**src/rtl/core_pkg.sv**
```systemverilog
// Shared core types: PC generator FSM states, redirect sources and PC source select.
package core_pkg;

    typedef enum logic [1:0] {
        BOOT = 2'd0,
        RUN  = 2'd1,
        PEND = 2'd2
    } pc_gen_state_t;

    typedef enum logic [1:0] {
        RD_NONE   = 2'd0,
        RD_JUMP   = 2'd1,
        RD_BRANCH = 2'd2,
        RD_TRAP   = 2'd3
    } redirect_src_t;

    typedef enum logic [1:0] {
        PC_BOOT   = 2'd0,
        PC_INCR   = 2'd1,
        PC_JUMP   = 2'd2,
        PC_BRANCH = 2'd3
    } pc_source_t;

endpackage

```
**src/rtl/pc_redirect_arb.sv**
```systemverilog
// Same-cycle redirect priority select (trap > branch > jump) with target alignment.
// Trap source present only when PC_GEN_TRAP_EN is defined.
module pc_redirect_arb
    import core_pkg::*;
#(
    parameter int WIDTH   = 32,
    parameter int PC_STEP = 4
) (
`ifdef PC_GEN_TRAP_EN
    input  logic             trap_valid_i,
    input  logic [WIDTH-1:0] trap_target_i,
`endif
    input  logic             branch_taken_ex_i,
    input  logic [WIDTH-1:0] branch_target_ex_i,
    input  logic             jump_valid_id_i,
    input  logic [WIDTH-1:0] jump_target_id_i,
    output redirect_src_t    src_o,
    output logic [WIDTH-1:0] target_o,
    output logic             misaligned_o
);

    localparam logic [WIDTH-1:0] ALIGN_MASK = (PC_STEP == 4) ? ~WIDTH'(3) : ~WIDTH'(1);

    logic [WIDTH-1:0] raw_target;

    always_comb begin
        src_o      = RD_NONE;
        raw_target = '0;
`ifdef PC_GEN_TRAP_EN
        if (trap_valid_i) begin
            src_o      = RD_TRAP;
            raw_target = trap_target_i;
        end else
`endif
        if (branch_taken_ex_i) begin
            src_o      = RD_BRANCH;
            raw_target = branch_target_ex_i;
        end else if (jump_valid_id_i) begin
            src_o      = RD_JUMP;
            raw_target = jump_target_id_i;
        end
    end

    assign target_o     = raw_target & ALIGN_MASK;
    assign misaligned_o = (src_o != RD_NONE) && (PC_STEP == 4) && raw_target[1];

endmodule

```
**src/rtl/pc_gen.sv**
```systemverilog
// IF-stage program counter generator with req/gnt fetch handshake and buffered redirects.
// Optional trap redirect source enabled by defining PC_GEN_TRAP_EN.
module pc_gen
    import core_pkg::*;
#(
    parameter int               WIDTH     = 32,
    parameter logic [WIDTH-1:0] BOOT_ADDR = '0,
    parameter int               PC_STEP   = 4
) (
    input  logic             clk_i,
    input  logic             rst_i,
    output logic             fetch_req_o,
    output logic [WIDTH-1:0] fetch_addr_o,
    input  logic             fetch_gnt_i,
    input  logic             stall_if_i,
    input  logic             jump_valid_id_i,
    input  logic [WIDTH-1:0] jump_target_id_i,
    input  logic             branch_taken_ex_i,
    input  logic [WIDTH-1:0] branch_target_ex_i,
`ifdef PC_GEN_TRAP_EN
    input  logic             trap_valid_i,
    input  logic [WIDTH-1:0] trap_target_i,
`endif
    output logic             flush_if_o,
    output logic             flush_id_o,
    output logic             misaligned_o
);

    pc_gen_state_t    state_q, state_d;
    logic [WIDTH-1:0] pc_q, pc_d;
    logic [WIDTH-1:0] pend_addr_q, pend_addr_d;

    redirect_src_t    rd_src;
    logic [WIDTH-1:0] rd_target;
    logic             rd_misaligned;
    logic             rd_valid;

    pc_redirect_arb #(.WIDTH(WIDTH), .PC_STEP(PC_STEP)) u_arb (
`ifdef PC_GEN_TRAP_EN
        .trap_valid_i      (trap_valid_i),
        .trap_target_i     (trap_target_i),
`endif
        .branch_taken_ex_i (branch_taken_ex_i),
        .branch_target_ex_i(branch_target_ex_i),
        .jump_valid_id_i   (jump_valid_id_i),
        .jump_target_id_i  (jump_target_id_i),
        .src_o             (rd_src),
        .target_o          (rd_target),
        .misaligned_o      (rd_misaligned)
    );

    // Sideband outputs are forced quiet while reset is held, whatever the inputs do.
    assign rd_valid     = (rd_src != RD_NONE) && !rst_i;
    assign fetch_req_o  = (state_q == PEND) || ((state_q == RUN) && !stall_if_i);
    assign fetch_addr_o = pc_q;
    assign flush_if_o   = rd_valid || (state_q == PEND);
    assign flush_id_o   = !rst_i && ((rd_src == RD_BRANCH) || (rd_src == RD_TRAP));
    assign misaligned_o = rd_misaligned && !rst_i;

    always_comb begin
        state_d     = state_q;
        pc_d        = pc_q;
        pend_addr_d = pend_addr_q;
        unique case (state_q)
            BOOT: begin
                state_d = RUN;
                if (rd_valid) pc_d = rd_target;
            end
            RUN: begin
                if (rd_valid) begin
                    // An ungranted request must keep its address; park the target.
                    if (fetch_req_o && !fetch_gnt_i) begin
                        pend_addr_d = rd_target;
                        state_d     = PEND;
                    end else begin
                        pc_d = rd_target;
                    end
                end else if (fetch_req_o && fetch_gnt_i) begin
                    pc_d = pc_q + WIDTH'(PC_STEP);
                end
            end
            PEND: begin
                if (fetch_gnt_i) begin
                    pc_d    = rd_valid ? rd_target : pend_addr_q;
                    state_d = RUN;
                end else if (rd_valid) begin
                    pend_addr_d = rd_target;
                end
            end
            default: state_d = BOOT;
        endcase
    end

    always_ff @(posedge clk_i or posedge rst_i) begin
        if (rst_i) begin
            state_q     <= BOOT;
            pc_q        <= BOOT_ADDR;
            pend_addr_q <= '0;
        end else begin
            state_q     <= state_d;
            pc_q        <= pc_d;
            pend_addr_q <= pend_addr_d;
        end
    end

endmodule

```
**config.mk**
```make
export PLATFORM = sky130hd
export DESIGN_NAME = pc_gen
export DESIGN_NICKNAME = d
export VERILOG_FILES = /design/src/rtl/core_pkg.sv /design/src/rtl/pc_redirect_arb.sv /design/src/rtl/pc_gen.sv
export SDC_FILE = /design/constraint.sdc
export NUM_CORES = 1
export LEC_CHECK = 0
export CAP_MARGIN = 20
export CORE_MARGIN = 5
export CORE_UTILIZATION = 51
export CTS_CLUSTER_DIAMETER = 200
export DETAILED_ROUTE_END_ITERATION = 10
export GPL_TIMING_DRIVEN = 0
export HOLD_SLACK_MARGIN = 0.15
export PLACE_DENSITY_LB_ADDON = 0.08
export SLEW_MARGIN = 20
export SYNTH_ARGS = -nofsm -noshare
export SYNTH_HDL_FRONTEND = slang
export SYNTH_SLANG_ARGS = --single-unit
```
**constraint.sdc**
```tcl
create_clock -name clk_i -period 2.3 [get_ports clk_i]
set_input_delay 0.345 -clock clk_i [delete_from_list [all_inputs] [get_ports clk_i]]
set_output_delay 0.345 -clock clk_i [all_outputs]
set_load 0.02 [all_outputs]
```
# ---- Word-level counts from Yosys, hierarchy flattened
# Index checks and enable logic that the tools add are counted.
dict set report word_totals {
  out_inout_bits 36
  ff_bits 66
  input_bits 70
  word_cells 54
}
dict set report op_classes {
  n_mux 19
  n_eq_ne 11
  reduce_logical 20
  addsub 1
}
# operator count
set ops {}
lappend ops {{$mux W32} 11}
lappend ops {{$pmux W32 S3} 1}
lappend ops {{$pmux W32 S2} 1}
lappend ops {{$add A32 B3 Y32 const B} 1}
lappend ops {{$mux W2} 4}
lappend ops {{$ne A2 B2 Y1 const B} 4}
lappend ops {{$logic_and A1 B1 Y1} 7}
lappend ops {{$eq A2 B2 Y1 const B} 3}
lappend ops {{$pmux W2 S3} 1}
lappend ops {{$reduce_and A5 Y1} 1}
lappend ops {{$reduce_and A4 Y1} 1}
lappend ops {{$reduce_bool A2 Y1} 2}
lappend ops {{$logic_not A1 Y1} 3}
lappend ops {{$logic_or A1 B1 Y1} 3}
lappend ops {{$ne A3 B2 Y1 const B} 1}
lappend ops {{$ne A3 B3 Y1 const B} 1}
lappend ops {{$reduce_and A3 Y1} 1}
lappend ops {{$reduce_bool A3 Y1} 1}
lappend ops {{$eq A2 B1 Y1 const B} 1}
lappend ops {{$logic_not A2 Y1} 1}
lappend ops {{$ne A2 B1 Y1 const B} 1}
lappend ops {{$mux W1} 1}

# ---- Longest topological paths before layout
# Gate-level depths: netlist of run 1.
dict set report depth {
  depth_word 7
  mapped_depth 10
  ltp_nobuf 7
}

# ---- Hierarchy
# From an unflattened synthesis of run 1, not the netlist that was laid out.
dict set report hier_totals {
  hier_cells 536
  hier_area_um2 4837.1
}
# module cells_each seq_area_each_um2 n_inst area_each_um2
set modules_own_cells {}
lappend modules_own_cells {pc_gen 489 1651.6 1 4458.0}
lappend modules_own_cells {pc_redirect_arb 47 0.0 1 379.1}

# ---- Worst setup path after synthesis of run 1
# OpenSTA, ideal clock, no wires.
dict set report synth_timing {
  kind {register to register}
  from {reg state_q[0]}
  to {reg pc_q[31] (netlist: fetch_addr_o[31])}
  setup_slack_ns 0.230
  setup_time_ns 0.136
  path_stages_with_launch 10
  arrival_ns 1.934
  synth_period_minus_slack_ns 2.070
  n_path_buf 3
  required_ns 2.164
  cell_sequence {dfrtp_1 -> inv_1 -> ha_1 -> clkbuf_1 -> o21ba_2 -> or3_1 -> buf_2 -> buf_2 -> a21oi_1 -> o32ai_2}
}
dict set report synth_between {
  elab_chain_len 6
  elab_cells_between_ends 14
  classes_between {6 x eq/ne; 1 x mux; 7 x reduce/logical}
}
# element line
set synth_rtl {}
lappend synth_rtl {{from (decl)} pc_gen.sv:29} ;# pc_gen_state_t state_q, state_d;
lappend synth_rtl {{from (signal assigned)} pc_gen.sv:100} ;# state_q <= state_d;
lappend synth_rtl {{$eq A2 B1 Y1} {pc_gen.sv:54, pc_gen.sv:64}}
lappend synth_rtl {{$logic_and A1 B1 Y1} pc_gen.sv:54} ;# assign fetch_req_o = (state_q == PEND) || ((state_q == RUN) && !stall_if_i);
lappend synth_rtl {{$logic_or A1 B1 Y1} pc_gen.sv:54}
lappend synth_rtl {{$logic_and A1 B1 Y1, on equally long branches} {pc_gen.sv:72, pc_gen.sv:78}}
lappend synth_rtl {{$ne A3 B3 Y1 (no source line) or $ne A3 B2 Y1 (tied branches)} n/a}
lappend synth_rtl {{$reduce_and A5 Y1 (no source line)} n/a}
lappend synth_rtl {{to (signal assigned)} pc_gen.sv:101} ;# pc_q <= pc_d;
lappend synth_rtl {{to (decl)} pc_gen.sv:30} ;# logic [WIDTH-1:0] pc_q, pc_d;
# Parallel ways exist; a longest one is shown, timed or not.
# A chain may end at the register's enable or synchronous reset.

# ---- Final worst setup path of run 1
dict set report layout_timing {
  from {in rst_i}
  to {reg pc_q[24] (netlist: fetch_addr_o[24])}
}
dict set report layout_between {
  elab_chain_len 5
  elab_cells_between_ends 10
  classes_between {3 x eq/ne; 4 x mux; 3 x reduce/logical}
}
# element line
set layout_rtl {}
lappend layout_rtl {{from (decl)} pc_gen.sv:11} ;# input logic rst_i,
lappend layout_rtl {{$logic_not A1 Y1 (no source line) (*)} n/a}
lappend layout_rtl {{$logic_and A1 B1 Y1 (*)} pc_gen.sv:53} ;# assign rd_valid = (rd_src != RD_NONE) && !rst_i;
lappend layout_rtl {{$mux W32} n/a}
lappend layout_rtl {{$mux W32} pc_gen.sv:83} ;# if (fetch_gnt_i) begin
lappend layout_rtl {{$pmux W32 S3} pc_gen.sv:64} ;# unique case (state_q)
# Every way passes the cells marked *; elsewhere a longest branch is shown, timed or not. The select of a mux whose other input is x is not followed.

==> results of run 1 <==
==> metrics by stage <==
stage | utilization | worst slack (ns) | setup TNS (ns)
final | 0.697 | -0.0115 | -0.0156
after detailed placement | 0.658 | -0.799 | -14.27
after floorplan | - | 0.230 | 0
after CTS | 0.691 | 0.00255 | 0
after global routing | 0.697 | -0.0765 | -0.374
after global placement | 0.655 | -1.06 | -80.59
==> per-layer routing <==
layer,track usage,share of wire,vias up
met2,0.480,0.44,375
met4,0.0888,0.025,0
met1,0.456,0.41,2479
met3,0.0801,0.12,59
li1,-,-,2289
met5,0,0,-
==> worst max-delay path: stages <==
cell and delay, ns:
clkdlybuf4s50_1 0.53, o21ba_2 0.35, clkbuf_1 0.47, o21ai_0 0.15
a22oi_1 0.29, o31ai_1 0.13, a221oi_1 0.29
==> timing repair <==
item / CTS / global route
pin swaps: 0 / 1
setup endpoints to repair: 34 / 34
setup buffers: 3 / 0
resized for setup: 41 / 30
==> placed cells by master (no fill, tap or decap), drive strengths merged, types with 4 or more instances in the layout <==
master | synthesis | layout
o31ai | 5 | 5
nand4 | 11 | 11
nor3 | 6 | 6
a21oi | 30 | 30
clkbuf | 22 | 37
and3 | 11 | 11
and2 | 7 | 7
ha | 6 | 6
a31oi | 16 | 16
buf | 21 | 22
nand3 | 23 | 23
nor2 | 30 | 30
a32o | 5 | 5
dfrtp | 66 | 66
a31o | 4 | 4
inv | 12 | 12
a2bb2oi | 4 | 4
clkdlybuf4s50 | 0 | 98
mux2i | 4 | 4
nor4 | 4 | 4
a22oi | 34 | 34
a22o | 8 | 8
and4 | 6 | 6
o22a | 5 | 5
o21ai | 64 | 64
nand2 | 71 | 71
o211ai | 5 | 5
==> worst max path at each step <==
| stage | start | to | slack, ns |
|---|---|---|---|
| global placement | rst_i | fetch_addr_o[30]$_DFFE_PP0P_ | -1.06 |
| finish | rst_i | fetch_addr_o[24]$_DFFE_PP0P_ | -0.01 |
| global route | rst_i | fetch_addr_o[24]$_DFFE_PP0P_ | -0.08 |
| detailed placement | branch_taken_ex_i | flush_if_o | -0.80 |
| CTS | branch_taken_ex_i | misaligned_o | 0.003 |
| floorplan | state_q[0]$_DFFE_PP0P_ | fetch_addr_o[31]$_DFFE_PP0P_ | 0.23 |
==> power groups by stage <==
stage               registers, mW  logic, mW  clock network (mW)
finish                       2.33       3.91                1.02
detailed placement           2.33       3.68                   0
global route                 2.41       4.17                1.06
CTS                          2.30       3.76                1.01
global placement             2.29       3.63                   0
floorplan                    2.48       2.00                   0
==> cells by family (layout without fill, tap and decap cells) <==
group                      count (synthesis)  after routing
buffers and inverters                     55            175
xor gates and xnor gates                   4              4
DFF                                       66             66
adders and majority gates                  6              6
AOI/OAI and AO/OA                        220            220
and+or+nand+nor                          182            182
muxes                                      6              6
==> registers in the layout, summed over array words and instances, names as in the netlist <==
| name | count |
|---|---|
| fetch_addr_o | 32 |
| pend_addr_q | 32 |
| state_q | 2 |
==> final cells by class <==
type | count | area [sq um] | share of cell area
buffer | 42 | 280 | 0.0463
sequential | 66 | 1650 | 0.273
multi-input combinational | 418 | 2660 | 0.440
clock buffer | 12 | 155 | 0.0257
clock inverter | 2 | 37.5 | 0.00621
inverter | 12 | 47.5 | 0.00786
tap | 108 | 135 | 0.0223
timing repair buffer | 107 | 1080 | 0.179
==> cell usage after synthesis, drive strengths merged, types with 6 or more instances <==
| master | count |
|---|---|
| buf | 21 |
| a22oi | 34 |
| inv | 12 |
| nand2 | 71 |
| and4 | 6 |
| a21oi | 30 |
| nand4 | 11 |
| a22o | 8 |
| a31oi | 16 |
| o21ai | 64 |
| and3 | 11 |
| nor2 | 30 |
| clkbuf | 22 |
| ha | 6 |
| nand3 | 23 |
| dfrtp | 66 |
| nor3 | 6 |
| and2 | 7 |
==> impl_metrics.toml, run 1 <==
[route]
routed_wl_um = 17600
postRouteAntennaNets = 0
drt_pass1_iterations = 5
num_vias = 5202
post_drt_wl_per_cell_um = 23.0
drc = 0
detail_route.vias_per_cell = 6.78
detailedRoute.firstIterationViolations = 609

[synthesis]
yosys-top-cells-area = "dfrtp_1 37%, o21ai_0 7.0%, nand2_1 5.9%"
synth_fa_ha_area_frac = 0.0166
synthMuxAreaShare = 0.0139
syn-cell-area_sq_um = 4510
post_synth_and_or_nand_nor_area_fraction = 0.208
synth_seq_area_share = 0.366
netlist_instances = 539
synth-async-reset-ratio = 1.00
yosysTopAreaCellShare = 0.366
ys_dominant_reg_cell = "dfrtp_1"
synth_top_cell_by_area = "dfrtp_1"
synth_compound_area_frac = 0.334
edff_count_synth = 0
synth.yosys.warnings = 0
synth-seq-cells = 66
synth-xor-area-share = 0.00776
syn-num-nets = 615
ys_types = 70
avgSynthCellArea_sq_um = 8.38
largest_family_of_logic_cells_by_synthesized_area = "compound AO/OA/AOI/OAI gates"

[power]
power.share.clock = 0.141
power.switching_mw = 3.36
cellPowerDensity_nw_per_um2 = 1200
leakage_power_figure_nw = 2.46
design_power_total_mw = 7.26
intPower_mw = 3.90
seqPwrFrac = 0.321
power.switching_fraction = 0.463
worst_ir_drop_vdd_mv = 0.538
power_frac_comb = 0.538

[cts]
tritoncts = "yes"
clockBufferDepth = 2
numCtsBuffers = 9
tritoncts_num_sinks = 66
clk_transition_reported_paths_ns = 0.08
insertion_delay_ns = 0.35
clk_root_buffer_cell = "clkbuf_8"
cts-htree-levels = 3
postCtsHoldBufs = 0

[cells_and_area]
nFillCells = 728
diodes = 0
drive_gt1_frac = 0.132
layoutNonFillerInstCount = 767
final_cell_area_sq_um = 6050
finish.net_count = 732
synthToLayoutAreaGrowth_pct = 34.0

[worst_setup_path]
regToRegStartpoint = "state_q[0]$_DFFE_PP0P_"
r2r_setup_slack_ns = 0
crit_path_end_kind = "flop"
crit_path_start_kind = "input port"
timing.critical_path.fanout_max = 10
critical_path_required_ns = 2.55
rr_worst_depth = 8
timing.rr.end = "fetch_addr_o[13]$_DFFE_PP0P_"
critPathArrivalTime_ns = 2.56
kind_of_critical_path = "input port to flop"

[floorplan]
die_height_um = 104
core.rowCount = 34
floorplan.io_pins = 106
die-width_um = 104
core_sq_um = 8680
initial_utilization = 0.520
die_area_sq_um = 10800

[sta]
worstMarginPinSlew_ns = 0.600
rsz0062_at_grt = "true"
max_slew_margin = 0.597
finalCritPeriodShare = 1.01
max_freq_mhz = 433
worst_hold_check_slack_ns = 0.421
min_period_ns = 2.31
hold_viol_final = 0
final-setup-viol-count = 2
worst_path_setup_slack_after_routing_ns = -0.0115
slew_viol_final = 0
skew_ns = 0.00919

[placement]
port_buffers = 103
final_weighted_congestion_of_routability_driven_global_placement = 0.959
post-dp-hpwl_um = 13200
dp_cells = 751
dpl_cell_area_sq_um = 5710

[grt]
grt_pass1_wl_um = 27800
groute.usage.overall = 0.319
grt_max_degree = 48
globalRoute.totalOverflow = 0
grt_antenna_before_repair = 0
first_global_vias = 4986

[flow_run]
timing.max_cap.violations = 0

[status]
outcome = "complete, but fails checks"
violations = "negative setup slack"

[worst_hold_path]
hold_class = "input port to async pin"
(Power assumes the default switching activity.)
==> inputs of run 2 (changes only) <==
--- a/config.mk
+++ b/config.mk
@@ -6,7 +6,7 @@
 export NUM_CORES = 1
 export LEC_CHECK = 0
 export CAP_MARGIN = 20
-export CORE_MARGIN = 5
+export CORE_MARGIN = 2
 export CORE_UTILIZATION = 51
 export CTS_CLUSTER_DIAMETER = 200
 export DETAILED_ROUTE_END_ITERATION = 10
==> impl_metrics.toml, run 2 (synthesis gave the netlist of run 1 again) <==
[status]
outcome = "completed"

[sta]
max_slew_margin = 0.585
rsz0062_at_grt = "true"
worst_path_setup_slack_after_routing_ns = 0.0362
skew_ns = 0.00755
hold_viol_final = 0
slew_viol_final = 0
total_neg_setup_slack_ns = 0
final-setup-viol-count = 0
min_period_ns = 2.26
max_freq_mhz = 442
worst_hold_check_slack_ns = 0.484
worstMarginPinSlew_ns = 0.622
finalCritPeriodShare = 0.984

[worst_hold_path]
hold_class = "flop to flop"
worstHoldStart = "pend_addr_q[8]$_DFFE_PP0P_"

[floorplan]
die_area_sq_um = 9620
die_height_um = 98.1
initial_utilization = 0.523
core_sq_um = 8640
die-width_um = 98.1
core.rowCount = 34
floorplan.io_pins = 106

[grt]
globalRoute.totalOverflow = 0
first_global_vias = 4945
groute.usage.overall = 0.354
grt_max_degree = 40
grt_pass1_wl_um = 26500
grt_antenna_before_repair = 0

[worst_setup_path]
crit_path_start_kind = "flop"
regToRegStartpoint = "state_q[0]$_DFFE_PP0P_"
kind_of_critical_path = "flop to flop"
crit_path_end_kind = "flop"
critical_path_required_ns = 2.53
timing.critical_path.fanout_max = 10
worst_setup_path_startpoint = "state_q[0]$_DFFE_PP0P_"
r2r_setup_slack_ns = 0.04
critPathArrivalTime_ns = 2.49

[cts]
clockBufferDepth = 2
tritoncts_num_sinks = 66
numCtsBuffers = 9
cts-htree-levels = 3
tritoncts = "yes"
clk_transition_reported_paths_ns = 0.07
clk_root_buffer_cell = "clkbuf_8"
insertion_delay_ns = 0.35

[power]
worst_ir_drop_vdd_mv = 0.417
design_power_total_mw = 7.35
cellPowerDensity_nw_per_um2 = 1200
leakage_power_figure_nw = 2.51

[cells_and_area]
finish.net_count = 740
layout_commonest_cell = "clkdlybuf4s50_1"
final_cell_area_sq_um = 6130
post-route-util = 0.710
synthToLayoutAreaGrowth_pct = 35.8
layoutNonFillerInstCount = 776
most_used_cells_in_the_layout_excluding_fill_and_tap_cells = "97 x clkdlybuf4s50_1, 70 x nand2_1, 64 x dfrtp_1"
diodes = 0
drive_gt1_frac = 0.150

[route]
route.layer.met1.wl_um = 6660
detailedRoute.firstIterationViolations = 670
routed.top_layer = "met4"
detail_route.vias_per_cell = 6.82
drt_pass1_iterations = 6
met2WireLength_um = 7530
drc = 0
routed_wl_um = 17100
num_vias = 5294
postRouteAntennaNets = 0
post_drt_wl_per_cell_um = 22.0
met3_wirelength_um = 2400

[placement]
port_buffers = 103
dp_cells = 751
dpl_cell_area_sq_um = 5700
post-dp-hpwl_um = 12500
placement.setup.worst_slack_ns = -0.805
final_weighted_congestion_of_routability_driven_global_placement = 0.945

[flow_run]
timing.max_cap.violations = 0
==> run 2: area by class of cell <==
class / instances / area [sq um]
clock inverter: 2 / 35.0
tap: 108 / 135
buffer: 42 / 268
multi-input combinational: 418 / 2690
clock buffer: 13 / 169
timing repair buffer: 115 / 1130
fill: 687 / 2510
inverter: 12 / 47.5
sequential: 66 / 1650
==> run 2: worst paths after layout <==
check | to | cells past startpoint
hold / removal | pend_addr_q[8]$_DFFE_PP0P_ | 2
max in group asynchronous | fetch_addr_o[5]$_DFFE_PP0P_ | 4
hold reg to reg | pend_addr_q[8]$_DFFE_PP0P_ | 2
setup reg to reg | fetch_addr_o[31]$_DFFE_PP0P_ | 8
min in group asynchronous | state_q[1]$_DFFE_PP0P_ | 3
setup / recovery | fetch_addr_o[31]$_DFFE_PP0P_ | 8
==> run 2: repair_timing <==
item                                    4_1_cts  5_1_grt
endpoints found under the hold margin         0       22
endpoints found under the setup margin       34       33
pin swaps                                     0        1
buffers inserted                              1        9
hold buffers                                  0        1
gates resized for setup                      40       40
==> run 2: critical path, cell delays in order, from the launching register on <==
cell,delay (ns)
dfrtp_2,0.45
ha_2,0.24
nor2b_1,0.15
o21ba_2,0.26
or3_1,0.37
buf_2,0.18
buf_4,0.21
a21oi_1,0.16
o32ai_2,0.11
==> run 2: per-layer routing <==
layer / vias to the layer above / GRT usage
met1: 2513 / 0.481
li1: 2309 / -
met5: - / 0
met3: 63 / 0.120
met4: 0 / 0.129
met2: 409 / 0.526
==> run 2: report_power, final <==
part | internal (mW) | switching [mW] | total, mW
Clock | 0.583 | 0.451 | 1.03
Sequential | 1.71 | 0.666 | 2.38
Combinational | 1.67 | 2.27 | 3.94
==> inputs of run 3 (changes only) <==
--- a/config.mk
+++ b/config.mk
@@ -5,6 +5,7 @@
 export SDC_FILE = /design/constraint.sdc
 export NUM_CORES = 1
 export LEC_CHECK = 0
+export ABC_CLOCK_PERIOD_IN_PS = 2300
 export CAP_MARGIN = 20
 export CORE_MARGIN = 2
 export CORE_UTILIZATION = 51
==> results of run 3 <==
Final layout, timing and power as in run 2 (identical DEF).
